**src/rtl/hd63701_intctl.sv**
```systemverilog
// HD63701 interrupt arbiter/sequencer: prioritises NMI and maskable sources at
// instruction boundaries, hands one vector to the microcode and tracks ACK/DONE.
//
// state | meaning
// RSTV  | post-reset vector request outstanding
// IDLE  | no request; arbitrate when BOUND
// PEND  | request presented, vector frozen, waiting for ACK
// SVC   | stacking/vector fetch in progress, waiting for DONE
module hd63701_intctl #(
    parameter bit         NMI_SYNC = 1'b1,
    parameter logic [7:0] RST_VEC  = 8'hFE
) (
    input  logic       CLK,
    input  logic       RST,
    input  logic       NMI,
    input  logic       IRQ1,
    input  logic       ICF,
    input  logic       OCF,
    input  logic       TOF,
    input  logic       CMF,
    input  logic       IRQ2,
    input  logic       SCI,
    input  logic       INTE,
    input  logic       BOUND,
    input  logic       SLEEP,
    input  logic       ACK,
    input  logic       DONE,
    output logic       REQ,
    output logic [7:0] VECT,
    output logic       NMI_PEND,
    output logic       WAKE,
    output logic       BUSY
);

    typedef enum logic [1:0] {ST_RSTV, ST_IDLE, ST_PEND, ST_SVC} state_t;

    state_t     state, state_nxt;
    logic       req_q, busy_q, wake_q, nmi_latch, nmi_prev, raw_prev;
    logic [7:0] vect_q;
    logic [6:0] src_sel;
    logic       nmi_in, nmi_edge, nmi_clr, grant, any_qual, raw_any;
    logic [6:0] raw_lvl, mreq, win_sel;
    logic [7:0] win_vect;

    generate
        if (NMI_SYNC) begin : g_sync
            logic nmi_s1, nmi_s2;
            always_ff @(posedge CLK) begin
                if (RST) begin
                    nmi_s1 <= 1'b0;
                    nmi_s2 <= 1'b0;
                end else begin
                    nmi_s1 <= NMI;
                    nmi_s2 <= nmi_s1;
                end
            end
            assign nmi_in = nmi_s2;
        end else begin : g_nosync
            assign nmi_in = NMI;
        end
    endgenerate

    assign nmi_edge = nmi_in & ~nmi_prev;
    // bit 0 is the highest-priority maskable source
    assign raw_lvl  = {SCI, IRQ2, CMF, TOF, OCF, ICF, IRQ1};
    assign mreq     = raw_lvl & {7{INTE}};
    assign any_qual = nmi_latch | (|mreq);
    assign raw_any  = nmi_latch | (|raw_lvl);

    always_comb begin
        win_vect = 8'hF0;
        win_sel  = 7'b0;
        if (nmi_latch) begin
            win_vect = 8'hFC;
            win_sel  = 7'b0;
        end else if (mreq[0]) begin
            win_vect = 8'hF8;
            win_sel  = 7'b000_0001;
        end else if (mreq[1]) begin
            win_vect = 8'hF6;
            win_sel  = 7'b000_0010;
        end else if (mreq[2]) begin
            win_vect = 8'hF4;
            win_sel  = 7'b000_0100;
        end else if (mreq[3]) begin
            win_vect = 8'hF2;
            win_sel  = 7'b000_1000;
        end else if (mreq[4]) begin
            win_vect = 8'hEC;
            win_sel  = 7'b001_0000;
        end else if (mreq[5]) begin
            win_vect = 8'hEA;
            win_sel  = 7'b010_0000;
        end else if (mreq[6]) begin
            win_vect = 8'hF0;
            win_sel  = 7'b100_0000;
        end
    end

    always_comb begin
        state_nxt = state;
        nmi_clr   = 1'b0;
        grant     = 1'b0;
        case (state)
            ST_RSTV: begin
                if (ACK) state_nxt = ST_SVC;
            end
            ST_IDLE: begin
                if (BOUND && any_qual) begin
                    state_nxt = ST_PEND;
                    grant     = 1'b1;
                end
            end
            ST_PEND: begin
                // ACK beats withdrawal; an NMI grant has src_sel == 0 and never withdraws
                if (ACK) begin
                    state_nxt = ST_SVC;
                    nmi_clr   = (vect_q == 8'hFC);
                end else if ((|src_sel) && (!INTE || !(|(src_sel & raw_lvl)))) begin
                    state_nxt = ST_IDLE;
                end
            end
            ST_SVC: begin
                if (DONE) state_nxt = ST_IDLE;
            end
            default: state_nxt = ST_RSTV;
        endcase
    end

    always_ff @(posedge CLK) begin
        if (RST) begin
            state     <= ST_RSTV;
            req_q     <= 1'b1;
            busy_q    <= 1'b1;
            wake_q    <= 1'b0;
            vect_q    <= RST_VEC;
            src_sel   <= 7'b0;
            nmi_latch <= 1'b0;
            nmi_prev  <= 1'b0;
            raw_prev  <= 1'b0;
        end else begin
            state     <= state_nxt;
            req_q     <= (state_nxt == ST_RSTV) || (state_nxt == ST_PEND);
            busy_q    <= (state_nxt != ST_IDLE);
            wake_q    <= SLEEP & raw_any & ~raw_prev;
            nmi_latch <= nmi_edge | (nmi_latch & ~nmi_clr);
            nmi_prev  <= nmi_in;
            raw_prev  <= raw_any;
            if (grant) begin
                vect_q  <= win_vect;
                src_sel <= win_sel;
            end
        end
    end

    assign REQ      = req_q;
    assign VECT     = vect_q;
    assign NMI_PEND = nmi_latch;
    assign WAKE     = wake_q;
    assign BUSY     = busy_q;

endmodule

```
**config.mk**
```make
export PLATFORM = sky130hd
export DESIGN_NAME = hd63701_intctl
export DESIGN_NICKNAME = d
export VERILOG_FILES = /design/src/rtl/hd63701_intctl.sv
export SDC_FILE = /design/constraint.sdc
export NUM_CORES = 1
export LEC_CHECK = 0
export BUFFER_PORTS_ARGS = -buffer_cell sky130_fd_sc_hd__clkbuf_2
export CAP_MARGIN = 20
export CORE_MARGIN = 1
export CORE_UTILIZATION = 51
export CTS_CLUSTER_DIAMETER = 40
export CTS_CLUSTER_SIZE = 12
export DETAILED_ROUTE_END_ITERATION = 6
export GPL_ROUTABILITY_DRIVEN = 0
export GPL_TIMING_DRIVEN = 0
export PLACE_DENSITY = 0.85
export SYNTH_ARGS = -nofsm -noshare
export SYNTH_HDL_FRONTEND = slang
export SYNTH_SLANG_ARGS = --single-unit
```
**constraint.sdc**
```tcl
create_clock -name CLK -period 1.8 [get_ports CLK]
set_input_delay 0.27 -clock CLK [delete_from_list [all_inputs] [get_ports CLK]]
set_output_delay 0.27 -clock CLK [all_outputs]
set_load 0.05 [all_outputs]
```
# --- Yosys cells after proc, flatten, opt, wreduce, memory -nomap -nowiden ---
# Cells that the tools add are included.
op_classes:
  eq_ne: 6
  n_mux: 25
  bitwise_logic: 12
  n_reduce_logical: 12
op_table:
  columns: ["cell", "count"]
  rows:
  - ["two-way mux 7 bit", 8]
  - ["two-way mux 5 bit", 7]
  - ["OR reduction 7 bit", 4]
  - ["AND 7 bit", 2]
  - ["two-way mux 2 bit", 5]
  - ["== test 8 bit (second input constant)", 1]
  - ["case mux 2 bit (4 select lines)", 1]
  - ["== test 2 bit (second input constant)", 3]
  - ["AND 1 bit", 4]
  - ["zero test 2 bit", 2]
  - ["two-way mux 1 bit", 4]
  - ["inverter 1 bit", 3]
  - ["OR 1 bit", 3]
  - ["== test 2 x 1 -> 1 bit (second input constant)", 1]
  - ["logical AND 1 bit", 2]
  - ["zero test 1 bit", 2]
  - ["logical OR 1 bit", 2]
  - ["!= test 2 x 1 -> 1 bit (second input constant)", 1]
totals:
  regBits: 25
  input_bits: 15
  output_inout_bits: 12
  word_cells: 66

# --- Longest topological paths before layout ---
logic_depth:
  ltp_word: 10
  ltp_mapped: 6
  ltp_nobuf: 4

# --- Worst setup path after synthesis ---
# Ideal clock, no wire load.
synth_path:
  path_type: "in2reg"
  start: "in TOF"
  end: "reg src_sel[0]"
  setup_ps: 121
  arrival_ps: 1586
  t_required_ps: 1679
  slack_ps: 93
  path_stages: 4
  path_buffers: 0
  path_cell_list: "or3_4 > nor4b_4 > a2bb2oi_4 > mux2_2"
synth_via:
  elab_chain_len: 6
  elab_cells_between_ends: 11
  cone_classes: "mux: 7; bitwise: 2; reduce/logical: 2"
synth_lines:
  columns: ["element", "line_no", "text"]
  rows:
  - ["from (decl)", "19", "input logic TOF,"]
  - ["AND 7 bit *", "66", "assign mreq = raw_lvl & {7{INTE}};"]
  - ["OR reduction 7 bit or two-way mux 7 bit (tied branches)", "67, 85", null]
  - ["OR 1 bit or two-way mux 7 bit (tied branches)", "67, 82", null]
  - ["logical AND 1 bit or two-way mux 7 bit (tied branches)", "109, 79", null]
  - ["two-way mux 1 bit or two-way mux 7 bit (tied branches)", "109, 76", null]
  - ["two-way mux 1 bit or two-way mux 7 bit (tied branches)", "104, 73", null]
  - ["to (signal assigned)", "151", "src_sel <= win_sel;"]
  - ["to (decl)", "40", "logic [6:0] src_sel;"]
# Mark *: on every way between the ends. The rest lies on a longest branch, timed or not.
# A chain may end at the register's enable or synchronous reset.

# --- Worst setup path after layout ---
layout_path:
  start: "in TOF"
  end: "reg src_sel[4]"
# The elaborated chain is that of the path after synthesis.

==> out/metrics.yaml <==
synthXorXnorAreaFrac_pct: 0
min_path_cells: 2
cp_max_fo: 10
cts_buffers: 3
antenna_found_initial: 0
cp_cell_sequence: "clkbuf_2 -> or3_4 -> nor4b_4 -> a2bb2oi_4 -> buf_6 -> mux2i_1"
fin_tns_setup_ns: 0
synth_flop_cell: "dfxtp_1"
grt_overflow_total: 0
placed_area_mm2: 0.001202
yosys.area_share.simple_pct: 29.29
ys_ff_latch: 21
finalNetCount: 159
drv_cap: 0
start_util_pct: 54.12
rr_worst_depth: 4
io_pins: 27
synth_mux_area_share_pct: 6.786
slowest_stage: "or3_4"
setup_viol: 0
synth_top_family_by_area: "simple AND/OR/NAND/NOR gates"
grt_first_pass_wirelength_um: 3519
cts_sinks: 21
ys_warn_count: 0
vias: 927
drive_above_1_share_pct: 25.87
wire_per_inst_um: 12.85
syn_inst: 115
gr-usage-all-layers_pct: 22.46
hold_viol: 0
dieArea_mm2: 0.002246
drc: 1
area.growth.synth_to_final_pct: 19.05
clock_path_buffers: 2
status: "finished, violations left"
dp_slack_ns: -0.1824
syn_area_mm2: 0.001051
antennaDiodeCount: 0
port_buffers: 22
first_pass_iters: 6
cts.clk_slew.worst_paths_ns: 0.12
period_minus_slack_ns: 1.671
drtAntennaViolNets: 0
routed_wl_um: 2184
reg2reg_slack_ns: 0.14
synth_edf_count: 0
die_h_um: 47.40
cp-end-kind: "flip-flop"
nFillCells: 180
avgSynthCellArea_um2: 9.139
via_per_inst: 5.453
dp_hpwl_um: 1621
h-tree-depth: 1
critical_path_class: "in2reg"
peakVddDrop_mv: 0.5294
failed_checks: "design-rule violations"
post-route-cell-area_mm2: 0.001251
yosysSeqAreaShare_pct: 40.00
finish.utilization_pct: 64.43
finalCritPeriodShare_pct: 92.85
coreArea_mm2: 0.001942
synth_compound_area_share_pct: 16.43
post_cts_buffers: 0
cts_hold_repair.buffers: 0
hp-class: "in2reg"
fmax_ghz: 0.5983
crit_required_ns: 2.03
hold_start: "NMI"
first_iter_violations: 23
start_kind: "input port"
reg2reg_from: "src_sel[3]"
num_rows: 16
synthDistinctLibCells: 41
holdPathEnd: "g_sync.nmi_s1"
reg2reg_to: "state[0]"
max_stage_delay_ns: 0.43
worstPathArrival_ns: 1.90
synthAdderAreaFrac_pct: 0
cts_tree: "built"
slew_viol_final: 0
clk_latency_ns: 0.30
layout_setup_ws_ns: 0.1287
die_w_um: 47.40
p_leak_nw: 0.5403
async_flop_share_pct: 0
power.total_uw: 887.2
skew_ns: 0.002551
first_global_vias: 794
powerDensity_mw_per_mm2: 709.1
root_buffer: "clkbuf_4"
rsz0062_at_grt: "false"
grt_start_max_net_pins: 13
==> routing by layer <==
metal,global-route usage [%],share of wire [%]
met1,31.00,46
met2,35.89,50
met5,0,0
met3,4.615,3.4
met4,5.143,0
==> synthesized netlist by cell type (3+ instances only) <==
cell type | instances | area [um^2]
mux2i_1 | 6 | 60.06
buf_4 | 4 | 30.03
nor2b_1 | 5 | 31.28
inv_1 | 5 | 18.77
nor2_1 | 8 | 30.03
nand3_1 | 3 | 15.01
dfxtp_1 | 21 | 420.4
nand2_1 | 10 | 37.54
nor4_1 | 4 | 25.02
clkbuf_1 | 3 | 11.26
a21oi_1 | 6 | 30.03
==> repair_timing <==
item,4_1_cts,5_1_grt
setup endpoints to repair,2,5
resized for setup,1,3
gates cloned,0,0
==> cells by family (layout without fill, tap and decap cells) <==
logic type	Yosys count	count (layout)
AND/OR/NAND/NOR	50	50
flip-flops	21	21
multiplexers	7	7
AO/OA/AOI/OAI	22	22
other	2	4
buffers and inverters	13	39
==> sequential cells by signal, summed over array words and instances (netlist names) <==
name,cells
src_sel,7
REQ,1
WAKE,1
raw_prev,1
VECT,4
nmi_prev,1
g_sync.nmi_s2,1
NMI_PEND,1
state,2
BUSY,1
g_sync.nmi_s1,1
==> layout make-up <==
class,count,area (um^2),share of cell area (%)
Clock buffer,3,22.52,1.800
Tap cell,27,33.78,2.700
Sequential cell,21,420.4,33.60
Clock inverter,1,5.005,0.4000
Buffer,8,52.55,4.200
Multi-Input combinational cell,83,588.1,47.00
Inverter,5,18.77,1.500
Timing Repair Buffer,22,110.1,8.800
==> cell usage in the layout (no fill, tap or decap), types with 2 or more instances in the layout <==
cell type  count
nor2b_1        5
nand2_1       10
dfxtp_1       21
clkbuf_2      22
conb_1         4
clkbuf_4       3
buf_4          4
nor2_1         8
nand3b_1       2
clkbuf_1       3
nor4_1         3
and3b_1        2
and4_1         2
mux2i_1        6
a22oi_1        2
nand3_1        3
a21oi_1        6
nor3_1         2
inv_1          5
or3_1          2
or4_1          2
nor3b_1        2
==> critical path: cells and delay by family <==
family / cells / cell delay (ns)
buffers and inverters: 2 / 0.32
AOI/OAI and AO/OA: 1 / 0.27
and+or+nand+nor: 2 / 0.84
muxes: 1 / 0.20
==> how the worst max path moves through the flow <==
stage	slack (ns)	start	endpoint
floorplan	0.09	TOF	src_sel[0]
global placement	-0.14	TOF	src_sel[0]
detailed placement	-0.18	TOF	src_sel[4]
CTS	0.04	NMI_PEND	src_sel[4]
global route	0.007	src_sel[3]	state[1]
finish	0.13	TOF	src_sel[4]
==> per-stage QoR <==
| step | instances | hold slack (ns) |
|---|---|---|
| 2_1_floorplan | 117 | 0.3982 |
| 3_3_place_gp | 166 | 0.4217 |
| 3_5_place_dp | 166 | 0.4513 |
| 4_1_cts | 170 | 0.1883 |
| 5_1_grt | 170 | 0.1855 |
| 6_report | 170 | 0.2009 |
==> power by group <==
group,internal (mW),total [mW],switching [mW]
clock network,0.0827,0.226,0.143
logic,0.0583,0.165,0.107
registers,0.482,0.496,0.0142
(Power assumes the default switching activity.)
